$ cat config.mk
export PLATFORM = sky130hd
export DESIGN_NAME = bootram_loader
export DESIGN_NICKNAME = d
export VERILOG_FILES = /design/src/rtl/bootram_pkg.sv /design/src/rtl/bootram_port_mux.sv /design/src/rtl/bootram_loader.sv
export SDC_FILE = /design/constraint.sdc
export NUM_CORES = 1
export LEC_CHECK = 0
export ABC_AREA = 1
export CAP_MARGIN = 10
export CORE_MARGIN = 4
export CORE_UTILIZATION = 61
export DETAILED_ROUTE_END_ITERATION = 7
export PLACE_DENSITY = 0.86
export SLEW_MARGIN = 5
export SYNTH_ARGS = -nofsm -noshare
export SYNTH_HDL_FRONTEND = slang
export SYNTH_HIERARCHICAL = 1
export SYNTH_SLANG_ARGS = --single-unit
$ cat constraint.sdc
create_clock -name clk -period 4.19 [get_ports clk]
set_clock_uncertainty 0.2 [all_clocks]
set_input_delay 1.257 -clock clk [delete_from_list [all_inputs] [get_ports clk]]
set_output_delay 1.257 -clock clk [all_outputs]
set_load 0.005 [all_outputs]
$ cat src/rtl/bootram_pkg.sv
// Shared types and defaults for the boot RAM loader and its port mux.
package bootram_pkg;

  localparam int         ADDR_W_DEF    = 11;
  localparam logic [7:0] SYNC_BYTE_DEF = 8'h55;
  localparam int         TIMEOUT_DEF   = 1000000;

  typedef enum logic [2:0] {
    IDLE,
    LEN_L,
    LEN_H,
    DATA,
    CSUM,
    ABORT,
    DONE
  } state_t;

  // True while a frame is in progress, i.e. where the inter-byte timer runs.
  function automatic logic in_frame(input state_t s);
    return (s == LEN_L) || (s == LEN_H) || (s == DATA) || (s == CSUM);
  endfunction

endpackage

$ cat src/rtl/bootram_port_mux.sv
// Registered ownership mux for the boot RAM port: loader writes before
// release, a one-cycle-delayed copy of the CPU-side bus afterwards.
module bootram_port_mux #(
  parameter int ADDR_W = 11
) (
  input  logic              clk,
  input  logic              resetn,
  input  logic              own_cpu,
  input  logic              wr_en,
  input  logic [ADDR_W-1:0] wr_ad,
  input  logic [7:0]        wr_din,
  input  logic [ADDR_W-1:0] cpu_ad,
  input  logic [7:0]        cpu_din,
  input  logic              cpu_ce,
  input  logic              cpu_wre,
  output logic [ADDR_W-1:0] ram_ad,
  output logic [7:0]        ram_din,
  output logic              ram_ce,
  output logic              ram_wre,
  output logic              ram_oce
);

  // Register the selected owner's request; loader address/data hold between writes.
  always_ff @(posedge clk or negedge resetn) begin
    if (!resetn) begin
      ram_ad  <= '0;
      ram_din <= '0;
      ram_ce  <= 1'b0;
      ram_wre <= 1'b0;
      ram_oce <= 1'b0;
    end else if (own_cpu) begin
      ram_ad  <= cpu_ad;
      ram_din <= cpu_din;
      ram_ce  <= cpu_ce;
      ram_wre <= cpu_wre;
      ram_oce <= 1'b1;
    end else begin
      ram_ce  <= wr_en;
      ram_wre <= wr_en;
      ram_oce <= 1'b0;
      if (wr_en) begin
        ram_ad  <= wr_ad;
        ram_din <= wr_din;
      end
    end
  end

endmodule

$ cat src/rtl/bootram_loader.sv
// Boot RAM loader: parses a framed image from the UART byte stream, writes
// it into the boot RAM and releases the CPU once the checksum matches.
//
//   state | meaning
//   IDLE  | waiting for sync byte or skip request
//   LEN_L | expecting low length byte
//   LEN_H | expecting high length byte, length is range-checked here
//   DATA  | each byte is written to RAM and added to the checksum
//   CSUM  | expecting checksum byte
//   ABORT | one cycle, flags load_err, back to IDLE
//   DONE  | terminal, CPU owns the RAM and leaves reset
module bootram_loader
  import bootram_pkg::*;
#(
  parameter int         ADDR_W    = ADDR_W_DEF,
  parameter logic [7:0] SYNC_BYTE = SYNC_BYTE_DEF,
  parameter int         TIMEOUT   = TIMEOUT_DEF
) (
  input  logic              clk,
  input  logic              resetn,
  input  logic [7:0]        rx_data,
  input  logic              rx_valid,
  input  logic              skip_load,
  input  logic [ADDR_W-1:0] cpu_ad,
  input  logic [7:0]        cpu_din,
  input  logic              cpu_ce,
  input  logic              cpu_wre,
  output logic [ADDR_W-1:0] ram_ad,
  output logic [7:0]        ram_din,
  output logic              ram_ce,
  output logic              ram_wre,
  output logic              ram_oce,
  output logic              cpu_resetn,
  output logic              load_done,
  output logic              load_err
);

  localparam int          TMR_W   = (TIMEOUT > 1) ? $clog2(TIMEOUT) : 1;
  localparam logic [16:0] MAX_LEN = 17'(1) << ADDR_W;

  state_t            state, nxt;
  logic [ADDR_W:0]   addr;
  logic [ADDR_W:0]   addr_inc;
  logic [15:0]       len;
  logic [16:0]       len_rx;
  logic [7:0]        sum;
  logic [TMR_W-1:0]  tmr;
  logic              tmo;
  logic              last_byte;
  logic              wr_en;
  logic [ADDR_W-1:0] wr_ad;
  logic [7:0]        wr_din;

  // A byte on the terminal cycle takes priority over the timeout.
  assign tmo       = in_frame(state) && !rx_valid && (tmr == '0);
  assign len_rx    = {1'b0, rx_data, len[7:0]};
  assign addr_inc  = addr + 1'b1;
  assign last_byte = (17'(addr_inc) == {1'b0, len});

  // State register.
  always_ff @(posedge clk or negedge resetn) begin
    if (!resetn) state <= IDLE;
    else         state <= nxt;
  end

  // Next state and loader write request.
  always_comb begin
    nxt    = state;
    wr_en  = 1'b0;
    wr_ad  = addr[ADDR_W-1:0];
    wr_din = rx_data;
    case (state)
      IDLE: begin
        if (skip_load)                           nxt = DONE;
        else if (rx_valid && rx_data == SYNC_BYTE) nxt = LEN_L;
      end
      LEN_L: begin
        if (rx_valid) nxt = LEN_H;
        else if (tmo) nxt = ABORT;
      end
      LEN_H: begin
        if (rx_valid) begin
          if (len_rx > MAX_LEN)   nxt = ABORT;
          else if (len_rx == '0)  nxt = CSUM;
          else                    nxt = DATA;
        end else if (tmo) begin
          nxt = ABORT;
        end
      end
      DATA: begin
        if (rx_valid) begin
          wr_en = 1'b1;
          if (last_byte) nxt = CSUM;
        end else if (tmo) begin
          nxt = ABORT;
        end
      end
      CSUM: begin
        if (rx_valid) nxt = (rx_data == sum) ? DONE : ABORT;
        else if (tmo) nxt = ABORT;
      end
      ABORT:   nxt = IDLE;
      DONE:    nxt = DONE;
      default: nxt = IDLE;
    endcase
  end

  // Inter-byte down-counter plus length, address and checksum capture.
  always_ff @(posedge clk or negedge resetn) begin
    if (!resetn) begin
      tmr  <= TMR_W'(TIMEOUT - 1);
      addr <= '0;
      len  <= '0;
      sum  <= '0;
    end else begin
      if (!in_frame(state) || rx_valid) tmr <= TMR_W'(TIMEOUT - 1);
      else if (tmr != '0)               tmr <= tmr - 1'b1;
      if (rx_valid) begin
        case (state)
          LEN_L: len[7:0] <= rx_data;
          LEN_H: begin
            len[15:8] <= rx_data;
            addr      <= '0;
            sum       <= '0;
          end
          DATA: begin
            addr <= addr_inc;
            sum  <= sum + rx_data;
          end
          default: ;
        endcase
      end
    end
  end

  // Status flags; the CPU leaves reset one cycle after load_done rises.
  always_ff @(posedge clk or negedge resetn) begin
    if (!resetn) begin
      load_done  <= 1'b0;
      load_err   <= 1'b0;
      cpu_resetn <= 1'b0;
    end else begin
      load_done  <= (nxt == DONE);
      load_err   <= load_err | (state == ABORT);
      cpu_resetn <= load_done;
    end
  end

  bootram_port_mux #(.ADDR_W(ADDR_W)) u_port_mux (
    .clk     (clk),
    .resetn  (resetn),
    .own_cpu (nxt == DONE),
    .wr_en   (wr_en),
    .wr_ad   (wr_ad),
    .wr_din  (wr_din),
    .cpu_ad  (cpu_ad),
    .cpu_din (cpu_din),
    .cpu_ce  (cpu_ce),
    .cpu_wre (cpu_wre),
    .ram_ad  (ram_ad),
    .ram_din (ram_din),
    .ram_ce  (ram_ce),
    .ram_wre (ram_wre),
    .ram_oce (ram_oce)
  );

endmodule

## Word-level counts from Yosys, hierarchy flattened

Index checks and enable logic that the tools add are counted.

- Logic and storage cells: 73
- Register bits: 84
- Output and inout port bits: 25

- Equality and inequality tests: 10
- Reduce and logical (&&, ||, !) cells: 19
- $lt $le $gt $ge: 1
- Add/subtract/negate cells: 3
- Bitwise gates (word level): 1
- Muxes and demuxes: 25

Operators with widths:

| cell | count |
|---|---|
| 2-to-1 mux 20 bit | 2 |
| 2-to-1 mux 3 bit | 10 |
| one-hot mux 12 bit (2 select lines) | 1 |
| 2-to-1 mux 11 bit | 2 |
| logical NOT 20 bit | 1 |
| nonzero test 20 bit | 1 |
| subtractor 20 x 1 -> 20 bit (second input constant) | 1 |
| one-hot mux 3 bit (6 select lines) | 1 |
| logical NOT 17 bit | 1 |
| == test 12 x 16 -> 1 bit | 1 |
| > comparator 16 x 12 -> 1 bit (second input constant) | 1 |
| 2-to-1 mux 8 bit | 2 |
| one-hot mux 8 bit (2 select lines) | 1 |
| adder 12 x 1 -> 12 bit (second input constant) | 1 |
| == test 3 bit (second input constant) | 4 |
| adder 8 bit | 1 |
| == test 8 x 7 -> 1 bit (second input constant) | 1 |
| == test 8 bit | 1 |
| == test 3 x 2 -> 1 bit (second input constant) | 2 |
| AND reduction 2 bit | 3 |
| nonzero test 2 bit | 3 |
| 2-to-1 mux 1 bit | 5 |
| logical OR 1 bit | 4 |
| == test 3 x 1 -> 1 bit (second input constant) | 1 |
| other kinds (5) | 8 |

## Logic depth before layout (Yosys ltp)

- Word-level depth: 11
- Mapped depth: 14
- Gate-level depth less buffers: 14

## Hierarchy

Netlist, hierarchy kept.

By module, submodules not included:

| module | cells each | instances | seq. area each (sq um) | area an instance (sq um) |
|---|---|---|---|---|
| bootram_loader | 516 | 1 | 1566.5 | 3768.6 |
| bootram_port_mux | 112 | 1 | 550.5 | 1099.8 |

## Least setup slack after synthesis

OpenSTA, ideal clock, no wires.

- Path kind: input -> register
- Start point: input rx_data[2]
- End point: register u_port_mux.ram_din[4]
- Setup slack: 1.037 ns
- Required time: 3.866 ns
- Stages on the path: 10
- Data arrival time: 2.829 ns
- Buffers on the path: 1
- Cells stage by stage: ha_1 -> nor3_1 -> nand4_1 -> nand2_1 -> nand3_2 -> a21oi_1 -> inv_1 -> buf_6 -> nand3_1 -> nand3_1

- Word-level cells in the longest chain between the ends: 7
- Elaborated cells on any way between the ends: 16

Ends and longest elaborated chain:

| what | line | text |
|---|---|---|
| start: declaration | bootram_loader.sv:21 | `input logic [7:0] rx_data,` |
| parallel branches: the longest is 4 deep, another holds > comparator 16 x 12 -> 1 bit | n/a |  |
| one-hot mux 3 bit (6 select lines) (*) | bootram_loader.sv:72 | `case (state)` |
| == test 3 bit (*) | bootram_loader.sv:152 | `.own_cpu (nxt == DONE),` |
| 2-to-1 mux 8 bit / nonzero test 2 bit (equally long branches) | n/a |  |
| end signal: assignment | bootram_port_mux.sv:33 | `ram_din <= cpu_din;` |
| end signal: assignment | bootram_port_mux.sv:43 | `ram_din <= wr_din;` |
| end: declaration | bootram_port_mux.sv:17 | `output logic [7:0] ram_din,` |

Mark *: on every way between the ends.
A chain may end at the register's enable or synchronous reset.

## Final worst setup path

- Start point: input rx_data[2]
- End point: register u_port_mux.ram_ad[7]

- Word-level cells in the longest chain between the ends: 7
- Elaborated cells on any way between the ends: 16

Ends and longest elaborated chain:

| what | line | text |
|---|---|---|
| parallel branches: the longest is 4 deep, another holds > comparator 16 x 12 -> 1 bit | n/a |  |
| one-hot mux 3 bit (6 select lines) (*) | bootram_loader.sv:72 |  |
| == test 3 bit (*) | bootram_loader.sv:152 |  |
| 2-to-1 mux 11 bit / nonzero test 2 bit (equally long branches) | n/a |  |
| end signal: assignment | bootram_port_mux.sv:32 | `ram_ad <= cpu_ad;` |
| end signal: assignment | bootram_port_mux.sv:42 | `ram_ad <= wr_ad;` |
| end: declaration | bootram_port_mux.sv:16 | `output logic [ADDR_W-1:0] ram_ad,` |

Marked as above.

==> impl_metrics.yaml <==
clock_tree:
  cts_setup_buffers: 0
  h-tree-depth: 3
  clock_path_buffers: 2
  clock-sinks: 84
  cts_resized: 0
  cts_made_buffers: 9
  holdBufCountCts: 0
  path_clk_slew_ns: 0.08
  worstSkewPairLatency_ns: 0.37
  cts_root_buf: "clkbuf_8"
  cts_tree: "yes"
synth:
  ys_seq_area_share_pct: 43.48
  syn_inst: 628
  synth_fa_ha_area_share_pct: 2.981
  synthMuxAreaShare_pct: 0
  yosysWarnings: 6
  synth_edf_count: 0
  async_reset_ff_share_pct: 100.0
  yosysUniqueCellTypes: 45
  synth_area_leader_cell: "dfrtp_1"
  synth-compound-area-share_pct: 8.481
  synth-simple-area-share_pct: 35.77
  syn_avg_cell_area_sq_um: 7.752
  syn_area_sq_um: 4868
  synthFlopType: "dfrtp_1"
  synthDominantCellAreaShare_pct: 37.01
  synth.area.top_cells: "dfrtp_1, nand2_1, dfstp_2, nand3_1, inv_1"
  mappedNetlistNets: 672
  ys_ff_latch: 84
  synth_top_family_by_area: "simple AND/OR/NAND/NOR gates"
  synthXorXnorAreaFrac_pct: 0.8995
global_routing:
  grtUsageTotal_pct: 27.27
  grt_max_degree: 85
  grt_overflow_total: 0
  antenna_found_initial: 0
  grt_pass1_wl_mm: 21.24
  grt_pass1_vias: 4435
timing:
  worst_slew_pin_slew_ns: 1.064
  timing.final.crit_share_pct: 86.77
  setup_violations: 0
  max-slew-margin-rel_pct: 29.07
  rsz0062_at_grt: "no"
  fin_crit_ns: 3.636
  hold_violations: 0
  fmaxAchievable_mhz: 275.1
  fin_ws_ns: 0.5543
  drv_slew: 0
  setup-tns-final_ns: 0
final_layout:
  drive_above_1_share_pct: 12.54
  syn2layout_area_growth_pct: 17.09
  utilization_pct: 73.77
  nets: 733
  fill_cells: 564
  seq_area_sq_um: 2117
  multi_input_area_sq_um: 2347
  antennaDiodeCount: 0
drt:
  postRouteAntennaNets: 0
  firstDrtPassIters: 6
  via_count: 4586
  wl_per_cell_um: 15.98
  drc_errors: 0
  vias_per_cell: 5.761
  drtIter0Drc: 427
  wirelength_mm: 12.72
run_status:
  status: "finished clean"
worst_setup_path:
  start_kind: "input port"
  end_kind: "flop"
  critPathArrivalTime_ns: 3.67
  cp_max_fo: 21
  critPathKind: "input port to flop"
  cp_data_required_time_ns: 4.22
power:
  peakVddDrop_mv: 0.2234
  cellPowerDensity_nw_per_um2: 276.1
  power_w: 0.001574
  p_leak_nw: 2.655
place:
  io_buffers: 57
  gp_congestion: 0.9138
  place_ws_ns: 0.1961
  hpwl_mm: 9.053
die:
  fp-row-count: 32
  fp.dieW_um: 97.34
  dieArea_sq_um: 9474
  initial_core_util_pct: 63.00
  core_area_sq_um: 7727
  die_y_um: 97.34
  ios: 58
job:
  drv_cap: 0
hold_path:
  hp-class: "flop to flop"
==> cells in the mapped netlist, drive strengths merged, types with 5 or more instances <==
library cell and n:
a21oi 12, buf 10, dfrtp 72, dfstp 12, ha 10, inv 75, nand2 171, nand3 82
nand3b 5, nand4 12, nor2 73, nor3 13, o21ai 45, o22ai 8
==> layout make-up <==
cell class,instances,share of cell area [%]
clock buffers,9,2.173
clock inverters,7,1.317
inverters,77,5.070
multi-input cells,453,41.18
flip-flops and latches,84,37.14
well taps,102,2.239
repair buffers,64,10.89
==> cells by family (layout without fill, tap and decap cells) <==
| kind of cell | Yosys count | count (layout) |
|---|---|---|
| AND/OR/NAND/NOR | 363 | 363 |
| buffers and inverters | 91 | 157 |
| flip-flops | 84 | 84 |
| AO/OA/AOI/OAI | 74 | 74 |
| adder cells (fa/ha/maj) | 11 | 11 |
| XOR/XNOR | 5 | 5 |
==> critical path: stages <==
cell and delay, ns:
clkdlybuf4s50_1 0.46, ha_1 0.39, nor3_1 0.21, nand4_1 0.15, nand2_1 0.10, nand3_2 0.11
a21oi_2 0.23, inv_1 0.42, nand3_1 0.23, nand3_1 0.11
==> registers in the layout, indices dropped and copies added (netlist names) <==
register            cells
load_err                1
addr                   12
u_port_mux/ram_din      8
u_port_mux/ram_ad      11
tmr                    20
u_port_mux/ram_wre      1
state                   3
load_done               1
u_port_mux/ram_oce      1
sum                     8
u_port_mux/ram_ce       1
len                    16
cpu_resetn              1
==> per-layer routing <==
layer / global-route usage [%] / vias up / share of wire [%]
met4: 7.242 / 0 / 1.7
met3: 4.379 / 31 / 7.1
met1: 37.93 / 2167 / 44
met5: 0 / - / 0
li1: - / 2174 / -
met2: 44.69 / 214 / 48
==> per-stage QoR <==
step | hold slack (ns) | std cells | area [sq um]
after CTS | 0.1852 | 796 | 5700
final | 0.1808 | 796 | 5700
after floorplan | 0.1757 | 628 | 4868
after global placement | 0.1604 | 780 | 5502
after detailed placement | 0.1676 | 780 | 5502
after global routing | 0.1929 | 796 | 5700
==> cells in the final DEF (no fill, tap or decap), types with 2 or more instances in the layout <==
cell type          n
nand2_1          167
dfrtp_1           72
inv_1             70
nor2_1            62
nand3_1           58
clkdlybuf4s50_1   56
o21ai_0           39
nand3_2           24
dfstp_2           12
nand4_1           11
nor2_2            10
nor3_1            10
a21oi_1           10
ha_1              10
clkbuf_8           9
o22ai_1            8
buf_4              8
nand3b_1           5
inv_2              5
o21ai_1            5
xnor2_1            4
nand2_2            4
clkinv_1           3
nor4_1             3
nor3_2             2
a21oi_2            2
o211ai_1           2
o311ai_0           2
clkinv_4           2
clkinvlp_4         2
==> final timing paths <==
kind | start | end | slack (ns) | depth (start not counted)
worst max-delay path | rx_data[2] | u_port_mux/ram_ad[7]$_DFFE_PN0P_ | 0.55 | 10
worst min-delay path | load_done$_DFF_PN0_ | cpu_resetn$_DFF_PN0_ | 0.18 | 0
worst max register to register | tmr[0]$_DFFE_PN1N_ | u_port_mux/ram_ad[10]$_DFFE_PN0P_ | 1.35 | 10
worst min register to register | load_done$_DFF_PN0_ | cpu_resetn$_DFF_PN0_ | 0.18 | 0
max in group asynchronous | resetn | addr[3]$_DFFE_PN0P_ | 2.22 | 1
min in group asynchronous | resetn | addr[8]$_DFFE_PN0P_ | 0.85 | 1
==> power breakdown <==
group	total [W]	switching [W]	internal (W)
Combinational	0.000137	0.0000701	0.0000665
Sequential	0.000841	0.0000150	0.000826
Clock	0.000596	0.000319	0.000278
No activity file was read; power rests on OpenSTA's default activity.
